`src/rtl/seven_seg_reader.sv`:
```
// Receive-side seven-segment bus reader: synchronizes a multiplexed active-low
// segment/anode bus, waits for each scan slot to settle, and decodes it per digit.
module seven_seg_reader #(
    parameter int STABLE_CYCLES = 16,
    parameter int CNT_W         = 8
) (
    input  logic        clk,
    input  logic        rst_n,
    input  logic [7:0]  seg_in,
    input  logic [3:0]  an_in,
    input  logic        err_clr,
    output logic [15:0] digits,
    output logic [3:0]  dp_out,
    output logic [3:0]  digit_valid,
    output logic        pattern_err,
    output logic        new_sample,
    output logic [1:0]  sample_idx
);

    typedef enum logic [1:0] {
        WAIT,
        SETTLE,
        HELD
    } state_t;

    localparam logic [CNT_W-1:0] CNT_MAX = CNT_W'(STABLE_CYCLES - 1);
    localparam logic [CNT_W-1:0] CNT_CAP = CNT_W'(STABLE_CYCLES - 2);

    logic [11:0]      sync1;
    logic [11:0]      tup;
    logic [11:0]      tup_prev;
    logic [CNT_W-1:0] cnt;
    state_t           state;
    state_t           state_nxt;
    logic             changed;
    logic             one_hot;
    logic [1:0]       idx;
    logic             capture;
    logic [3:0]       dec_val;
    logic             dec_hit;
    logic             blank;

    // Idle bus level is all ones, so the synchronizer resets to "everything off".
    always_ff @(posedge clk or negedge rst_n) begin
        if (!rst_n) begin
            sync1    <= '1;
            tup      <= '1;
            tup_prev <= '1;
        end else begin
            sync1    <= {an_in, seg_in};
            tup      <= sync1;
            tup_prev <= tup;
        end
    end

    assign changed = (tup != tup_prev);
    assign blank   = (tup[7:1] == 7'b1111111);

    always_comb begin
        one_hot = 1'b1;
        idx     = 2'd0;
        case (tup[11:8])
            4'b1110: idx = 2'd0;
            4'b1101: idx = 2'd1;
            4'b1011: idx = 2'd2;
            4'b0111: idx = 2'd3;
            default: one_hot = 1'b0;
        endcase
    end

    always_ff @(posedge clk or negedge rst_n) begin
        if (!rst_n) begin
            cnt <= '0;
        end else if (changed) begin
            cnt <= '0;
        end else if (cnt != CNT_MAX) begin
            cnt <= cnt + 1'b1;
        end
    end

    always_ff @(posedge clk or negedge rst_n) begin
        if (!rst_n) begin
            state <= WAIT;
        end else begin
            state <= state_nxt;
        end
    end

    // A change of the tuple always restarts the settle window; capture happens once per slot.
    always_comb begin
        state_nxt = state;
        capture   = 1'b0;
        case (state)
            WAIT: begin
                if (one_hot) begin
                    state_nxt = SETTLE;
                end
            end
            SETTLE: begin
                if (changed) begin
                    state_nxt = one_hot ? SETTLE : WAIT;
                end else if (cnt == CNT_CAP) begin
                    capture   = 1'b1;
                    state_nxt = HELD;
                end
            end
            HELD: begin
                if (changed) begin
                    state_nxt = one_hot ? SETTLE : WAIT;
                end
            end
            default: state_nxt = WAIT;
        endcase
    end

    always_comb begin
        dec_hit = 1'b1;
        dec_val = 4'h0;
        case (tup[7:1])
            7'b0000001: dec_val = 4'h0;
            7'b1001111: dec_val = 4'h1;
            7'b0010010: dec_val = 4'h2;
            7'b0000110: dec_val = 4'h3;
            7'b1001100: dec_val = 4'h4;
            7'b0100100: dec_val = 4'h5;
            7'b0100000: dec_val = 4'h6;
            7'b0001111: dec_val = 4'h7;
            7'b0000000: dec_val = 4'h8;
            7'b0000100: dec_val = 4'h9;
            7'b0001000: dec_val = 4'hA;
            7'b1100000: dec_val = 4'hB;
            7'b0110001: dec_val = 4'hC;
            7'b1000010: dec_val = 4'hD;
            7'b0110000: dec_val = 4'hE;
            7'b0111000: dec_val = 4'hF;
            default:    dec_hit = 1'b0;
        endcase
    end

    // Blank and unknown patterns both invalidate the digit but keep its last value.
    always_ff @(posedge clk or negedge rst_n) begin
        if (!rst_n) begin
            digits      <= '0;
            dp_out      <= '0;
            digit_valid <= '0;
            pattern_err <= 1'b0;
            new_sample  <= 1'b0;
            sample_idx  <= '0;
        end else begin
            new_sample <= capture;
            if (capture) begin
                sample_idx       <= idx;
                dp_out[idx]      <= ~tup[0];
                digit_valid[idx] <= dec_hit;
                if (dec_hit) begin
                    digits[{idx, 2'b00} +: 4] <= dec_val;
                end
            end
            if (capture && !dec_hit && !blank) begin
                pattern_err <= 1'b1;
            end else if (err_clr) begin
                pattern_err <= 1'b0;
            end
        end
    end

endmodule

```
`config.mk`:
```
export PLATFORM = sky130hd
export DESIGN_NAME = seven_seg_reader
export DESIGN_NICKNAME = d
export VERILOG_FILES = /design/src/rtl/seven_seg_reader.sv
export SDC_FILE = /design/constraint.sdc
export NUM_CORES = 1
export LEC_CHECK = 0
export ABC_CLOCK_PERIOD_IN_PS = 8300
export BUFFER_PORTS_ARGS = -buffer_cell sky130_fd_sc_hd__buf_2
export CAP_MARGIN = 40
export CELL_PAD_IN_SITES_DETAIL_PLACEMENT = 0
export CELL_PAD_IN_SITES_GLOBAL_PLACEMENT = 1
export CORE_AREA = 5 5 90 92
export CTS_CLUSTER_DIAMETER = 150
export DETAILED_ROUTE_END_ITERATION = 12
export DIE_AREA = 0 0 95 97
export GPL_ROUTABILITY_DRIVEN = 0
export GPL_TIMING_DRIVEN = 0
export PLACE_DENSITY_LB_ADDON = 0.1
export SYNTH_ARGS = -nofsm -noshare
export SYNTH_HDL_FRONTEND = slang
export SYNTH_SLANG_ARGS = --single-unit
```
`constraint.sdc`:
```
create_clock -name clk -period 8.3 [get_ports clk]
set_clock_uncertainty 0.2 [all_clocks]
set_input_delay 2.49 -clock clk [delete_from_list [all_inputs] [get_ports clk]]
set_output_delay 2.49 -clock clk [all_outputs]
set_load 0.05 [all_outputs]
```
==> impl_metrics.yaml <==
run_status:
  outcome: "finished, final reports clean"
sta:
  hold_violations: 0
  fin_crit_ps: 3650
  fmax_ghz: 0.274
  worst_slew_margin_rel_pct: 49.9
  timing_max_transition_violations_final: 0
  post-route-period-util_pct: 44.0
  tightestPinTransition_ps: 745
  report.final.setup_viol: 0
  final.setup.worst_slack_ps: 4650
  grt_setup_unrepaired: "no"
  setup-tns-final_ps: 0
cells_and_area:
  leading_cell_type_in_the_layout_fill_and_taps_excluded: "sky130_fd_sc_hd__buf_2"
  final_cell_count_no_fill: 453
  final.fill_count: 666
  most-common-layout-cells: "42 x sky130_fd_sc_hd__buf_2, 38 x sky130_fd_sc_hd__dfrtp_1, 36 x sky130_fd_sc_hd__dfstp_2"
  final_layout_size_suffix_gt1_share_pct: 31.4
  n_antenna_cell: 0
  final_net_count: 372
  finish.utilization_pct: 56.1
  layout-area-overhead-vs-synth_pct: 16.9
floorplan:
  row_count: 31
  floorplan.die.width_um: 95
  die_h_um: 97
  core_region_area_mm2: 0.00714
  io_pins: 43
  initial_utilization_pct: 48.0
  floorplan.die_area_mm2: 0.00922
global_routing:
  antenna_violations_before_repair: 0
  via_count_of_the_first_global_routing_pass: 2226
  first_pass_grt_wire_length_mm: 10.8
  globalRouteTotalUtil_pct: 14.7
  grt_remaining_overflow: 0
  pin_count_of_the_biggest_net_entering_global_routing: 44
routing:
  drtPass1Iterations: 4
  final_antenna_net_count: 0
  drt_wl_total_mm: 6.32
  drt_iter0_markers: 89
  drc: 0
  vias_per_inst: 5.10
  detailroute.via_count: 2309
  routedWlPerCell_um: 13.9
setup_path:
  setup.worst_path.end_class: "output pin"
  cp_slowest_stage_delay_ps: 370
  buffers_inverters_on_critical_path: 1
  cp-startpoint: "digits[6]"
  worst-path-stages: 1
  crit-reg2reg-capture: "digits[6]"
  worstReg2RegStart: "tup[4]"
  critical_path.cell_chain: "buf_2"
  crit_arrival_ps: 960
  critical_path_class: "flip-flop to output pin"
  critPathSlowestCell: "sky130_fd_sc_hd__dfrtp_1"
  setup.worst_path.end: "digits[6]"
  timing.critical_path.max_delay_family: "flip-flops"
  register_to_register_path_setup_slack_ps: 5150
  timing.critical_path.from_type: "flip-flop"
  ff2ff_path_depth: 6
  worstPathMaxFanout: 2
  worst-endpoint-required_ps: 5610
synthesis:
  number_of_synthesized_register_bits: 74
  synth_top_flop_cell: "sky130_fd_sc_hd__dfrtp_1"
  ys_types: 53
  netlist_instances: 295
  synth.net_count: 318
  synthesis.area_mm2: 0.00343
  synth-async-reset-ratio_pct: 100
  synth-seq-area-share_pct: 55.4
  post_synth.cell_area_avg_um2: 11.6
  synth_edf_count: 0
  ys_warn_count: 0
hold_path:
  min_path_type: "flip-flop to flip-flop"
cts:
  clk_pin_slew_worst_paths_ps: 80
  num_cts_buffers: 9
  cts_setup_buffers: 0
  postCtsHoldBufs: 0
  cts_tree: "done"
  insertion_delay_ps: 330
  cts_sinks: 74
  cts.path.max_buffers: 2
  postCtsResizedCells: 0
  h-tree-depth: 3
  clk_root_buffer_cell: "sky130_fd_sc_hd__clkbuf_8"
placed_design:
  place.detailed.hpwl_mm: 4.68
  pre_cts_slack_ps: 4990
  buffer_ports.inserted: 42
  numPlacedInstances: 437
power:
  power_density_mw_per_mm2: 182
  p_leak_nw: 1.76
  total_power_uw: 731
  max-vdd-ir-drop_mv: 0.139
flow_run:
  cap_violations: 0
==> cell type report <==
cell class | count | area (µm²) | share of cell area [%]
flip-flops and latches | 74 | 1900 | 47.3
multi-input cells | 185 | 1390 | 34.8
repair buffers | 43 | 233 | 5.81
clock buffers | 13 | 179 | 4.47
well taps | 99 | 124 | 3.09
inverters | 25 | 93.8 | 2.34
clock inverters | 3 | 45.0 | 1.12
plain buffers | 11 | 42.5 | 1.06
==> state kept, by name, indices dropped and copies added (netlist names) <==
name / flops
cnt: 8
sample_idx: 2
digit_valid: 4
tup: 12
pattern_err: 1
state: 2
dp_out: 4
sync1: 12
tup_prev: 12
new_sample: 1
digits: 16
==> worst min path at each step <==
stage / slack (ps) / startpoint / end / cells after the start
6_report: 160 / sync1[7] / tup[7] / 0
5_1_grt: 160 / sync1[0] / tup[0] / 0
4_1_cts: 160 / sync1[8] / tup[8] / 0
3_5_place_dp: 150 / sync1[0] / tup[0] / 0
3_3_place_gp: 150 / sync1[3] / tup[3] / 0
2_1_floorplan: 150 / sync1[0] / tup[0] / 0
==> routing by layer <==
layer  wire [µm]  vias up  track usage [%]
li1            -     1135                -
met1        3060     1112             20.6
met2        2880       57             22.0
met3         304        5             3.18
met4          70        0             5.66
met5           0        -                0
==> kinds of logic (layout without fill, tap and decap cells) <==
| logic type | count (synthesis) | in the layout | share of synthesized area (%) |
|---|---|---|---|
| and+or+nand+nor | 85 | 85 | 15.1 |
| DFF | 74 | 74 | 55.4 |
| AOI/OAI and AO/OA | 53 | 53 | 11.7 |
| buffers and inverters | 36 | 95 | 3.98 |
| xor gates and xnor gates | 22 | 22 | 5.62 |
| muxes | 17 | 17 | 5.26 |
| adders and majority gates | 8 | 8 | 2.92 |
==> per-stage QoR <==
step / instance area [µm²] / hold slack (ps)
finish: 4010 / 157
global route: 4010 / 161
CTS: 4010 / 158
detailed placement: 3780 / 147
global placement: 3760 / 145
floorplan: 3430 / 145
==> power by group <==
group	leakage [nW]	total, mW	switching, mW	internal, mW
Combinational	0.746	0.0475	0.0309	0.0166
Sequential	0.909	0.384	0.00697	0.377
Clock	0.108	0.299	0.128	0.172
==> synthesized netlist by cell type, types with 2 or more instances <==
cell	n	share of area [%]
sky130_fd_sc_hd__clkbuf_1	9	0.99
sky130_fd_sc_hd__mux2i_1	12	3.5
sky130_fd_sc_hd__nand2b_1	3	0.55
sky130_fd_sc_hd__nand4b_1	2	0.51
sky130_fd_sc_hd__mux2_1	2	0.66
sky130_fd_sc_hd__ha_1	8	2.9
sky130_fd_sc_hd__a211oi_1	3	0.66
sky130_fd_sc_hd__nand3_1	5	0.73
sky130_fd_sc_hd__nor3b_1	3	0.66
sky130_fd_sc_hd__nor4_1	2	0.37
sky130_fd_sc_hd__nand4_1	2	0.37
sky130_fd_sc_hd__dfrtp_1	38	28
sky130_fd_sc_hd__a32o_1	3	0.88
sky130_fd_sc_hd__nor2_1	14	1.5
sky130_fd_sc_hd__dfstp_2	36	28
sky130_fd_sc_hd__or4_1	2	0.44
sky130_fd_sc_hd__nor4bb_1	2	0.58
sky130_fd_sc_hd__a21o_1	3	0.66
sky130_fd_sc_hd__or3_1	2	0.37
sky130_fd_sc_hd__nor4_2	2	0.73
sky130_fd_sc_hd__mux2_2	2	0.66
sky130_fd_sc_hd__a21oi_1	5	0.73
sky130_fd_sc_hd__o21ai_0	23	3.4
sky130_fd_sc_hd__nor2b_1	5	0.91
sky130_fd_sc_hd__a211oi_4	5	2.9
sky130_fd_sc_hd__nor3_1	9	1.3
sky130_fd_sc_hd__nand2_1	17	1.9
sky130_fd_sc_hd__and3b_1	4	1.0
sky130_fd_sc_hd__xor2_1	18	4.6
sky130_fd_sc_hd__and4_1	2	0.51
sky130_fd_sc_hd__xnor2_1	4	1.0
sky130_fd_sc_hd__a31oi_1	3	0.55
sky130_fd_sc_hd__inv_1	25	2.7
Power figures use the tool's default switching activity.
